### src/rtl/axi_xbar_clint.sv
// One-master, two-slave AXI4 router: the CLINT address window goes to m0, everything else to m1.
// AR/AW/W payloads are registered and held for the whole transaction.
module axi_xbar_clint #(
    parameter logic [31:0] CLINT_BASE = 32'h0200_0000,
    parameter logic [31:0] CLINT_SIZE = 32'h0001_0000
) (
    input  logic        clk,
    input  logic        rst,
    input  logic [31:0] s_araddr,
    input  logic        s_arvalid,
    input  logic [3:0]  s_arid,
    input  logic [7:0]  s_arlen,
    input  logic [2:0]  s_arsize,
    input  logic [1:0]  s_arburst,
    output logic        s_arready,
    output logic [63:0] s_rdata,
    output logic [1:0]  s_rresp,
    output logic        s_rvalid,
    output logic        s_rlast,
    output logic [3:0]  s_rid,
    input  logic        s_rready,
    input  logic [31:0] s_awaddr,
    input  logic        s_awvalid,
    input  logic [3:0]  s_awid,
    input  logic [7:0]  s_awlen,
    input  logic [2:0]  s_awsize,
    input  logic [1:0]  s_awburst,
    output logic        s_awready,
    input  logic [63:0] s_wdata,
    input  logic [7:0]  s_wstrb,
    input  logic        s_wvalid,
    input  logic        s_wlast,
    output logic        s_wready,
    output logic [1:0]  s_bresp,
    output logic        s_bvalid,
    output logic [3:0]  s_bid,
    input  logic        s_bready,
    output logic [31:0] m0_araddr,
    output logic        m0_arvalid,
    output logic [3:0]  m0_arid,
    output logic [7:0]  m0_arlen,
    output logic [2:0]  m0_arsize,
    output logic [1:0]  m0_arburst,
    input  logic        m0_arready,
    input  logic [63:0] m0_rdata,
    input  logic [1:0]  m0_rresp,
    input  logic        m0_rvalid,
    input  logic        m0_rlast,
    input  logic [3:0]  m0_rid,
    output logic        m0_rready,
    output logic [31:0] m0_awaddr,
    output logic        m0_awvalid,
    output logic [3:0]  m0_awid,
    output logic [7:0]  m0_awlen,
    output logic [2:0]  m0_awsize,
    output logic [1:0]  m0_awburst,
    input  logic        m0_awready,
    output logic [63:0] m0_wdata,
    output logic [7:0]  m0_wstrb,
    output logic        m0_wvalid,
    output logic        m0_wlast,
    input  logic        m0_wready,
    input  logic [1:0]  m0_bresp,
    input  logic        m0_bvalid,
    input  logic [3:0]  m0_bid,
    output logic        m0_bready,
    output logic [31:0] m1_araddr,
    output logic        m1_arvalid,
    output logic [3:0]  m1_arid,
    output logic [7:0]  m1_arlen,
    output logic [2:0]  m1_arsize,
    output logic [1:0]  m1_arburst,
    input  logic        m1_arready,
    input  logic [63:0] m1_rdata,
    input  logic [1:0]  m1_rresp,
    input  logic        m1_rvalid,
    input  logic        m1_rlast,
    input  logic [3:0]  m1_rid,
    output logic        m1_rready,
    output logic [31:0] m1_awaddr,
    output logic        m1_awvalid,
    output logic [3:0]  m1_awid,
    output logic [7:0]  m1_awlen,
    output logic [2:0]  m1_awsize,
    output logic [1:0]  m1_awburst,
    input  logic        m1_awready,
    output logic [63:0] m1_wdata,
    output logic [7:0]  m1_wstrb,
    output logic        m1_wvalid,
    output logic        m1_wlast,
    input  logic        m1_wready,
    input  logic [1:0]  m1_bresp,
    input  logic        m1_bvalid,
    input  logic [3:0]  m1_bid,
    output logic        m1_bready
);
    localparam logic [31:0] WIN_MASK = ~(CLINT_SIZE - 32'd1);

    typedef enum logic [1:0] {R_IDLE, R_ADDR, R_DATA} r_state_t;
    typedef enum logic [1:0] {W_IDLE, W_REQ, W_RESP} w_state_t;

    r_state_t    r_state_q, r_state_d;
    w_state_t    w_state_q, w_state_d;
    logic [31:0] ar_addr_q, ar_addr_d, aw_addr_q, aw_addr_d;
    logic [3:0]  ar_id_q, ar_id_d, aw_id_q, aw_id_d;
    logic [7:0]  ar_len_q, ar_len_d, aw_len_q, aw_len_d;
    logic [2:0]  ar_size_q, ar_size_d, aw_size_q, aw_size_d;
    logic [1:0]  ar_burst_q, ar_burst_d, aw_burst_q, aw_burst_d;
    logic [63:0] w_data_q, w_data_d;
    logic [7:0]  w_strb_q, w_strb_d;
    logic        w_last_q, w_last_d;
    logic        aw_have_q, aw_have_d, w_have_q, w_have_d;
    logic        aw_sent_q, aw_sent_d, w_sent_q, w_sent_d;
    logic        r_sel0, w_sel0;

    // Slave-side ids are replaced by the latched upstream id.
    logic unused_ids;
    assign unused_ids = ^{m0_rid, m1_rid, m0_bid, m1_bid};

    assign r_sel0 = ((ar_addr_q & WIN_MASK) == CLINT_BASE);
    assign w_sel0 = ((aw_addr_q & WIN_MASK) == CLINT_BASE);

    assign m0_araddr  = ar_addr_q;   assign m1_araddr  = ar_addr_q;
    assign m0_arid    = ar_id_q;     assign m1_arid    = ar_id_q;
    assign m0_arlen   = ar_len_q;    assign m1_arlen   = ar_len_q;
    assign m0_arsize  = ar_size_q;   assign m1_arsize  = ar_size_q;
    assign m0_arburst = ar_burst_q;  assign m1_arburst = ar_burst_q;
    assign m0_awaddr  = aw_addr_q;   assign m1_awaddr  = aw_addr_q;
    assign m0_awid    = aw_id_q;     assign m1_awid    = aw_id_q;
    assign m0_awlen   = aw_len_q;    assign m1_awlen   = aw_len_q;
    assign m0_awsize  = aw_size_q;   assign m1_awsize  = aw_size_q;
    assign m0_awburst = aw_burst_q;  assign m1_awburst = aw_burst_q;
    assign m0_wdata   = w_data_q;    assign m1_wdata   = w_data_q;
    assign m0_wstrb   = w_strb_q;    assign m1_wstrb   = w_strb_q;
    assign m0_wlast   = w_last_q;    assign m1_wlast   = w_last_q;

    always_comb begin
        r_state_d  = r_state_q;
        ar_addr_d  = ar_addr_q;
        ar_id_d    = ar_id_q;
        ar_len_d   = ar_len_q;
        ar_size_d  = ar_size_q;
        ar_burst_d = ar_burst_q;
        s_arready  = 1'b0;
        m0_arvalid = 1'b0;
        m1_arvalid = 1'b0;
        m0_rready  = 1'b0;
        m1_rready  = 1'b0;
        s_rvalid   = 1'b0;
        s_rdata    = r_sel0 ? m0_rdata : m1_rdata;
        s_rresp    = r_sel0 ? m0_rresp : m1_rresp;
        s_rlast    = r_sel0 ? m0_rlast : m1_rlast;
        s_rid      = ar_id_q;
        case (r_state_q)
            R_IDLE: begin
                s_arready = 1'b1;
                if (s_arvalid) begin
                    ar_addr_d  = s_araddr;
                    ar_id_d    = s_arid;
                    ar_len_d   = s_arlen;
                    ar_size_d  = s_arsize;
                    ar_burst_d = s_arburst;
                    r_state_d  = R_ADDR;
                end
            end
            R_ADDR: begin
                m0_arvalid = r_sel0;
                m1_arvalid = !r_sel0;
                if (r_sel0 ? m0_arready : m1_arready) r_state_d = R_DATA;
            end
            R_DATA: begin
                s_rvalid  = r_sel0 ? m0_rvalid : m1_rvalid;
                m0_rready = r_sel0 & s_rready;
                m1_rready = !r_sel0 & s_rready;
                if (s_rvalid && s_rready && s_rlast) r_state_d = R_IDLE;
            end
            default: r_state_d = R_IDLE;
        endcase
    end

    always_comb begin
        w_state_d  = w_state_q;
        aw_addr_d  = aw_addr_q;
        aw_id_d    = aw_id_q;
        aw_len_d   = aw_len_q;
        aw_size_d  = aw_size_q;
        aw_burst_d = aw_burst_q;
        w_data_d   = w_data_q;
        w_strb_d   = w_strb_q;
        w_last_d   = w_last_q;
        aw_have_d  = aw_have_q;
        w_have_d   = w_have_q;
        aw_sent_d  = aw_sent_q;
        w_sent_d   = w_sent_q;
        s_awready  = 1'b0;
        s_wready   = 1'b0;
        m0_awvalid = 1'b0;
        m1_awvalid = 1'b0;
        m0_wvalid  = 1'b0;
        m1_wvalid  = 1'b0;
        m0_bready  = 1'b0;
        m1_bready  = 1'b0;
        s_bvalid   = 1'b0;
        s_bresp    = w_sel0 ? m0_bresp : m1_bresp;
        s_bid      = aw_id_q;
        case (w_state_q)
            W_IDLE: begin
                s_awready = !aw_have_q;
                s_wready  = !w_have_q;
                if (s_awvalid && !aw_have_q) begin
                    aw_addr_d  = s_awaddr;
                    aw_id_d    = s_awid;
                    aw_len_d   = s_awlen;
                    aw_size_d  = s_awsize;
                    aw_burst_d = s_awburst;
                    aw_have_d  = 1'b1;
                end
                if (s_wvalid && !w_have_q) begin
                    w_data_d = s_wdata;
                    w_strb_d = s_wstrb;
                    w_last_d = s_wlast;
                    w_have_d = 1'b1;
                end
                if (aw_have_d && w_have_d) w_state_d = W_REQ;
            end
            W_REQ: begin
                // Both valids rise together on entry, as CLINT wants AW and W in one cycle.
                m0_awvalid = w_sel0 & !aw_sent_q;
                m1_awvalid = !w_sel0 & !aw_sent_q;
                m0_wvalid  = w_sel0 & !w_sent_q;
                m1_wvalid  = !w_sel0 & !w_sent_q;
                if (!aw_sent_q && (w_sel0 ? m0_awready : m1_awready)) aw_sent_d = 1'b1;
                if (!w_sent_q && (w_sel0 ? m0_wready : m1_wready)) w_sent_d = 1'b1;
                if (aw_sent_d && w_sent_d) w_state_d = W_RESP;
            end
            W_RESP: begin
                s_bvalid  = w_sel0 ? m0_bvalid : m1_bvalid;
                m0_bready = w_sel0 & s_bready;
                m1_bready = !w_sel0 & s_bready;
                if (s_bvalid && s_bready) begin
                    aw_have_d = 1'b0;
                    w_have_d  = 1'b0;
                    aw_sent_d = 1'b0;
                    w_sent_d  = 1'b0;
                    w_state_d = W_IDLE;
                end
            end
            default: w_state_d = W_IDLE;
        endcase
    end

    always_ff @(posedge clk) begin
        if (!rst) begin
            r_state_q  <= R_IDLE;
            w_state_q  <= W_IDLE;
            ar_addr_q  <= '0;
            ar_id_q    <= '0;
            ar_len_q   <= '0;
            ar_size_q  <= '0;
            ar_burst_q <= '0;
            aw_addr_q  <= '0;
            aw_id_q    <= '0;
            aw_len_q   <= '0;
            aw_size_q  <= '0;
            aw_burst_q <= '0;
            w_data_q   <= '0;
            w_strb_q   <= '0;
            w_last_q   <= 1'b0;
            aw_have_q  <= 1'b0;
            w_have_q   <= 1'b0;
            aw_sent_q  <= 1'b0;
            w_sent_q   <= 1'b0;
        end else begin
            r_state_q  <= r_state_d;
            w_state_q  <= w_state_d;
            ar_addr_q  <= ar_addr_d;
            ar_id_q    <= ar_id_d;
            ar_len_q   <= ar_len_d;
            ar_size_q  <= ar_size_d;
            ar_burst_q <= ar_burst_d;
            aw_addr_q  <= aw_addr_d;
            aw_id_q    <= aw_id_d;
            aw_len_q   <= aw_len_d;
            aw_size_q  <= aw_size_d;
            aw_burst_q <= aw_burst_d;
            w_data_q   <= w_data_d;
            w_strb_q   <= w_strb_d;
            w_last_q   <= w_last_d;
            aw_have_q  <= aw_have_d;
            w_have_q   <= w_have_d;
            aw_sent_q  <= aw_sent_d;
            w_sent_q   <= w_sent_d;
        end
    end

    // Writes are single-beat; anything else is forwarded but flagged in simulation.
    always_ff @(posedge clk) begin
        if (rst && s_awvalid && s_awready)
            assert (s_awlen == 8'd0) else $error("axi_xbar_clint: multi-beat write awlen=%0d", s_awlen);
        if (rst && s_wvalid && s_wready)
            assert (s_wlast) else $error("axi_xbar_clint: write beat without wlast");
    end
endmodule

### config.mk
export PLATFORM = sky130hd
export DESIGN_NAME = axi_xbar_clint
export DESIGN_NICKNAME = d
export VERILOG_FILES = /design/src/rtl/axi_xbar_clint.sv
export SDC_FILE = /design/constraint.sdc
export NUM_CORES = 1
export LEC_CHECK = 0
export CAP_MARGIN = 10
export CORE_AREA = 2 2 304 306
export CTS_CLUSTER_SIZE = 10
export DETAILED_ROUTE_END_ITERATION = 8
export DIE_AREA = 0 0 306 308
export GPL_ROUTABILITY_DRIVEN = 1
export HOLD_SLACK_MARGIN = 0.15
export PLACE_DENSITY_LB_ADDON = 0.08
export SYNTH_ARGS = -nofsm -noshare
export SYNTH_HDL_FRONTEND = slang
export SYNTH_SLANG_ARGS = --single-unit
### constraint.sdc
create_clock -name clk -period 1.6 [get_ports clk]
set_input_delay 0.16 -clock clk [delete_from_list [all_inputs] [get_ports clk]]
set_output_delay 0.16 -clock clk [all_outputs]
set_load 0.005 [all_outputs]
==> results.toml, run 1 <==
[status]
status = "finished, violations left"
violations = "negative setup slack"

[floorplan]
die_area_um2 = 94200
die_h_um = 308
row_count = 111
num_io_pins = 776
initial_utilization_pct = 9.77
die_w_um = 306
core_um2 = 91000

[worst_setup_path]
startpoint_type = "flop"
cp_slowest_cell = "dfxtp_2"
crit_arrival_ps = 2360
cp.required_ps = 1440
worstPathCellList = "nor4_4 -> buf_4 -> nand4_1 -> buf_6 -> buf_12 -> buf_12 -> buf_8 -> mux2_4 -> buf_6"
max_stage_delay_ps = 340
path_max_fanout = 5
endpoint_kind = "output pin"
worstSetupPathType = "reg2out"

[global_route]
overflow = 0
grt_pass1_vias = 10700
grt_antenna_before_repair = 7
grt_pass1_wl_mm = 82.9
grt_max_degree = 68
grtUsageTotal_pct = 12.6

[routing]
drt-total-wl_mm = 62.4
postRouteAntennaNets = 0
vias_per_cell = 3.35
route.detailed.wl_per_inst_um = 20.4
first_pass_iters = 6
drt_iter0_markers = 306
vias = 10300
drc = 0

[layout]
layout-drive-gt1-share_pct = 29.4
syn2layout_area_growth_pct = 123
fillCellCount = 10000
finalNonFillerCells = 3065
layout.nets = 2204

[clocking]
clk_pin_slew_ps = 80
clock_latency_ps = 500
clock-sinks = 179
cts_buffer_depth = 2
htree_num_levels = 4
cts-root-buf = "clkbuf_16"
cts_made_buffers = 17
cts_tree = "yes"

[timing]
max_freq_ghz = 0.397
setup_slack_ps = -921
fin_worst_skew_ps = 13.2
setup_viol = 89
period_minus_slack_ps = 2520
tightest_slew_ps = 516
slew_headroom_pct = 65.6
whs_ps = 211
rsz0062_at_grt = "true"
slew_viol_final = 0
setup_tns_ps = -63010
hold_viol = 0
fin_crit_sh_pct = 158

[power]
ir_worst_vdd_uv = 847
powerDensity_nw_per_um2 = 774
p_total_w = 0.0154
p_leak_nw = 8.76

[yosys]
synth_common_cells = "nand2_1 (352), buf_4 (181), dfxtp_1 (179)"
synth_edf_count = 0
synth.top_cell.area_share_pct = 40.3
synth_cells = 1087
ys.flop_type = "dfxtp_1"
yosysMostFrequentCell = "nand2_1"
syn_nets = 1429
yosysTopAreaCell = "dfxtp_1"
synth-seq-cells = 179
synth_cell_types = 34
synth.area.top_cells = "dfxtp_1 (40%), buf_4 (15%), nand2_1 (15%), a21oi_1 (9.6%), mux2_4 (8.4%)"
async_flop_share_pct = 0
synth_area_um2 = 8890
yosysWarnings = 0
synth_area_per_cell_um2 = 8.17
seq_area_frac_synth_pct = 40.3

[placed_design]
gp_congestion = 0.885
place_ws_ps = -720
place_inst = 2891
dp_hpwl_mm = 49.9
portBuffers = 759

[flow_run]
maxCapViolCount = 0

[worst_hold_path]
hp-class = "in2reg"
-- per-stage QoR --
stage                     util [%]  cell area (um2)
after floorplan                  -             8890
after detailed placement      19.1            17300
after global routing          21.8            19800
after CTS                     21.4            19400
final                         21.8            19900
after global placement        19.1            17300
-- flip-flops by register name, summed over array words and instances, names as in the netlist, 3 cells and up --
register and cells:
m0_arlen 8, m0_wstrb 8, m0_wdata 64, m0_awlen 8, m0_awsize 3, m0_araddr 32, m0_arid 4, m0_awaddr 32
m0_awid 4, m0_arsize 3
-- cell type report --
type	count	area, um2	area share, %
repair buffers	1002	10000	50.5
flip-flops and latches	179	3850	19.4
clock inverters	15	193	0.971
clock buffers	17	425	2.14
multi-input cells	661	3870	19.5
inverters	1	8.76	0.0441
diodes	4	10.0	0.0504
well taps	1186	1480	7.47
-- layer usage --
metal,up-vias,routed length (um),global-route usage [%]
li1,4921,-,-
met3,50,4550,4.25
met2,439,36000,25.6
met4,10,1510,4.20
met5,-,79,0
met1,4846,20300,11.3
-- placed cells by master, fill, tap and decap left out, drive strengths merged, types with 7 or more instances in the layout --
cell / count
dfxtp: 179
clkdlybuf4s50: 483
dlymetal6s2s: 24
dlygate4sd2: 166
nor2b: 7
a21oi: 171
clkbuf: 42
dlygate4sd3: 72
clkinv: 7
buf: 232
inv: 8
nand3: 8
mux2: 72
nand2: 352
nor2: 11
-- power by group --
| group | switching [W] | leakage (nW) | total [W] | internal [W] |
|---|---|---|---|---|
| Combinational | 0.00217 | 6.92 | 0.00542 | 0.00325 |
| Sequential | 0.000399 | 1.54 | 0.00533 | 0.00493 |
| Clock | 0.00237 | 0.301 | 0.00463 | 0.00226 |
| Total | 0.00493 | 8.76 | 0.0154 | 0.0104 |
-- worst paths after layout --
kind | from | end | slack [ps] | cells after the start
worst min register to register | m0_wdata[3] | m0_wdata[3] | 470 | 2
worst min-delay path | s_awaddr[29] | m0_awaddr[29] | 210 | 3
worst max register to register | m0_araddr[26] | r_state_q[1] | -510 | 10
worst max-delay path | m0_araddr[26] | s_rdata[58] | -920 | 9
-- logic make-up (layout without fill, tap and decap cells) --
group,after synthesis,after routing,share of synthesized area [%]
AND/OR/NAND/NOR,401,401,18.4
buffers and inverters,247,1035,18.9
AO/OA/AOI/OAI,182,182,10.5
flip-flops,179,179,40.3
multiplexers,78,78,11.9
other,0,4,0
-- timing repair --
action                                  4_1_cts  5_1_grt
cloned                                        4        5
gates resized for setup                     738      129
setup buffers                                46       20
hold buffers                                 72        0
pin swaps                                    10        9
hold endpoints to repair                     72        0
endpoints found under the setup margin      488      192
-- worst max-delay path: cells and delay by family (launching register included) --
| family | cells | cell delay (ps) |
|---|---|---|
| AND/OR/NAND/NOR | 2 | 350 |
| buffers and inverters | 6 | 850 |
| multiplexers | 1 | 300 |
| flip-flops | 1 | 340 |
Note: power is estimated with default switching activity, not from simulation.
==> inputs of run 2 (changes only) <==
--- a/config.mk
+++ b/config.mk
@@ -10,7 +10,7 @@
 export CTS_CLUSTER_SIZE = 10
 export DETAILED_ROUTE_END_ITERATION = 8
 export DIE_AREA = 0 0 306 308
-export GPL_ROUTABILITY_DRIVEN = 1
+export GPL_ROUTABILITY_DRIVEN = 0
 export HOLD_SLACK_MARGIN = 0.15
 export PLACE_DENSITY_LB_ADDON = 0.08
 export SYNTH_ARGS = -nofsm -noshare
==> constraint.sdc (replaced) <==
create_clock -name clk -period 1.6 [get_ports clk]
set_input_delay 0.16 -clock clk [delete_from_list [all_inputs] [get_ports clk]]
set_output_delay 0.16 -clock clk [all_outputs]
set_load 0.05 [all_outputs]
==> results.toml, run 2 (synthesis gave the netlist of run 1 again) <==
[status]
status = "finished, violations left"
violations = "negative setup slack"

[timing]
period_minus_slack_ps = 2480
setup_viol = 89
setup_tns_ps = -66250
fin_worst_skew_ps = 12.7
whs_ps = 209
fin_crit_sh_pct = 155
slew_viol_final = 0
tightest_slew_ps = 533
slew_headroom_pct = 64.4
max_freq_ghz = 0.403
hold_viol = 0
setup_slack_ps = -881
rsz0062_at_grt = "true"

[worst_setup_path]
r2r_slack_ps = -440
max_stage_delay_ps = 360
worstPathCellList = "nor4_4 -> buf_4 -> nand4_1 -> buf_6 -> buf_12 -> buf_16 -> mux2_2 -> buf_12"
rr_worst_depth = 9
r2r_start = "m0_araddr[16]"
cp.required_ps = 1440
r2r_end = "r_state_q[0]"
endpoint_kind = "output pin"
critical_path.top_delay_family = "buffers and inverters"
worstSetupPathType = "reg2out"
crit_path_frequent_cell = "buf_12"
crit_buf_inv = 5
startpoint = "m0_araddr[16]"
cp_slowest_cell = "dfxtp_4"
path_max_fanout = 19
cp-endpoint = "s_rdata[47]"
path_depth = 8
crit_arrival_ps = 2320
startpoint_type = "flop"

[clocking]
clock-sinks = 179
clock_latency_ps = 490
cts_buffer_depth = 2
cts-root-buf = "clkbuf_16"
cts_tree = "yes"
cts_made_buffers = 17
clk_pin_slew_ps = 90
htree_num_levels = 4

[layout]
syn2layout_area_growth_pct = 102
final_area_um2 = 18000
layout-drive-gt1-share_pct = 41.8
largest_reg_flops = 64
final_cell_mix = "buf_4 (431), nand2_1 (349), clkdlybuf4s50_1 (325)"
layout_commonest_cell = "buf_4"
layout.nets = 2084
finalNonFillerCells = 2946

[floorplan]
num_io_pins = 776
die_w_um = 306
die_area_um2 = 94200
die_h_um = 308
initial_utilization_pct = 9.77
core_um2 = 91000
row_count = 111

[global_route]
grt_pass1_wl_mm = 70.8
grtUsageTotal_pct = 10.6
overflow = 0
grt_antenna_before_repair = 13
grt_pass1_vias = 9720
grt_max_degree = 65

[placed_design]
post_dp_cell_area_um2 = 16700
dp_hpwl_mm = 42.9
place_ws_ps = -593
place_inst = 2894
portBuffers = 759

[power]
power_frac_seq_pct = 29.7
swShare_pct = 43.7
p_sw_w = 0.00782
p_int_w = 0.0101
combPwrFrac_pct = 46.0
ir_worst_vdd_uv = 803
pwr-share-clk_pct = 24.3
p_leak_nw = 7.68
powerDensity_nw_per_um2 = 995

[worst_hold_path]
hp-class = "in2reg"

[routing]
drt_iter0_markers = 273
route.detailed.wl_per_inst_um = 17.8
drt-total-wl_mm = 52.3
drc = 0
vias_per_cell = 3.23
first_pass_iters = 4
vias = 9503
postRouteAntennaNets = 0

[flow_run]
maxCapViolCount = 0
-- run 2: cell count changes in the layout (fill, tap and decap cells not counted), moves of 12 or more --
cell             delta
buf_2              -12
buf_4             +336
buf_6              -17
clkbuf_2           -20
clkdlybuf4s50_1   -158
dfxtp_1           +121
dfxtp_2           -109
dfxtp_4            -12
dlygate4sd2_1     -166
dlygate4sd3_1      -71
dlymetal6s2s_1     -24
-- run 2: layer usage --
metal / wire, um / up-vias / part of all wire, % / GRT usage [%]
met5: 92 / - / 0.18 / 0
met4: 987 / 12 / 1.9 / 3.28
met2: 28300 / 425 / 54 / 20.1
met3: 4110 / 47 / 7.9 / 3.81
met1: 18900 / 4334 / 36 / 10.6
li1: - / 4685 / - / -
-- run 2: worst min-delay path by stage --
stage / start / endpoint / slack (ps) / cells after the start
CTS: s_awaddr[15] / m0_awaddr[15] / 150 / 3
detailed placement: m0_wstrb[5] / m0_wstrb[5] / 470 / 2
global route: s_arlen[0] / m0_arlen[0] / 180 / 3
finish: s_awaddr[19] / m0_awaddr[19] / 210 / 3
global placement: m0_wdata[27] / m0_wdata[27] / 460 / 2
floorplan: s_araddr[25] / m0_araddr[25] / 290 / 2
-- run 2: area by class of cell --
class	count	area, um2
antenna	5	12.5
clock inverter	15	146
clock buffer	17	425
tap	1186	1480
fill	10000	73000
timing repair buffer	882	8330
sequential	179	3670
inverter	1	8.76
multi-input combinational	661	3910
-- run 2: power groups by stage --
stage	combinational (W)	sequential, W	clock [W]
CTS	0.00829	0.00534	0.00463
floorplan	0.00386	0.00662	0
global placement	0.00807	0.00542	0
finish	0.00823	0.00532	0.00434
global route	0.00865	0.00539	0.00477
detailed placement	0.00802	0.00543	0
-- run 2: metrics by stage --
step / util [%] / power [W]
CTS: 19.7 / 0.0183
finish: 19.8 / 0.0179
floorplan: - / 0.0105
detailed placement: 18.4 / 0.0135
global placement: 18.4 / 0.0135
global route: 19.8 / 0.0188
-- run 2: what timing repair did --
action / 4_1_cts / 5_1_grt
buffers inserted: 9 / 3
endpoints found under the hold margin: 1 / 0
setup endpoints to repair: 88 / 95
gates resized for setup: 117 / 9
pin swaps: 12 / 2
gates cloned: 2 / 2
hold buffers: 1 / 0
-- run 2: worst reg2reg max path, stage by stage, from the launching register on --
cell and delay [ps]:
dfxtp_4 360, nor4_4 240, buf_4 150, nand4_1 100, buf_6 170, buf_12 150
buf_16 200, buf_4 160, mux2i_4 210, a22o_1 200
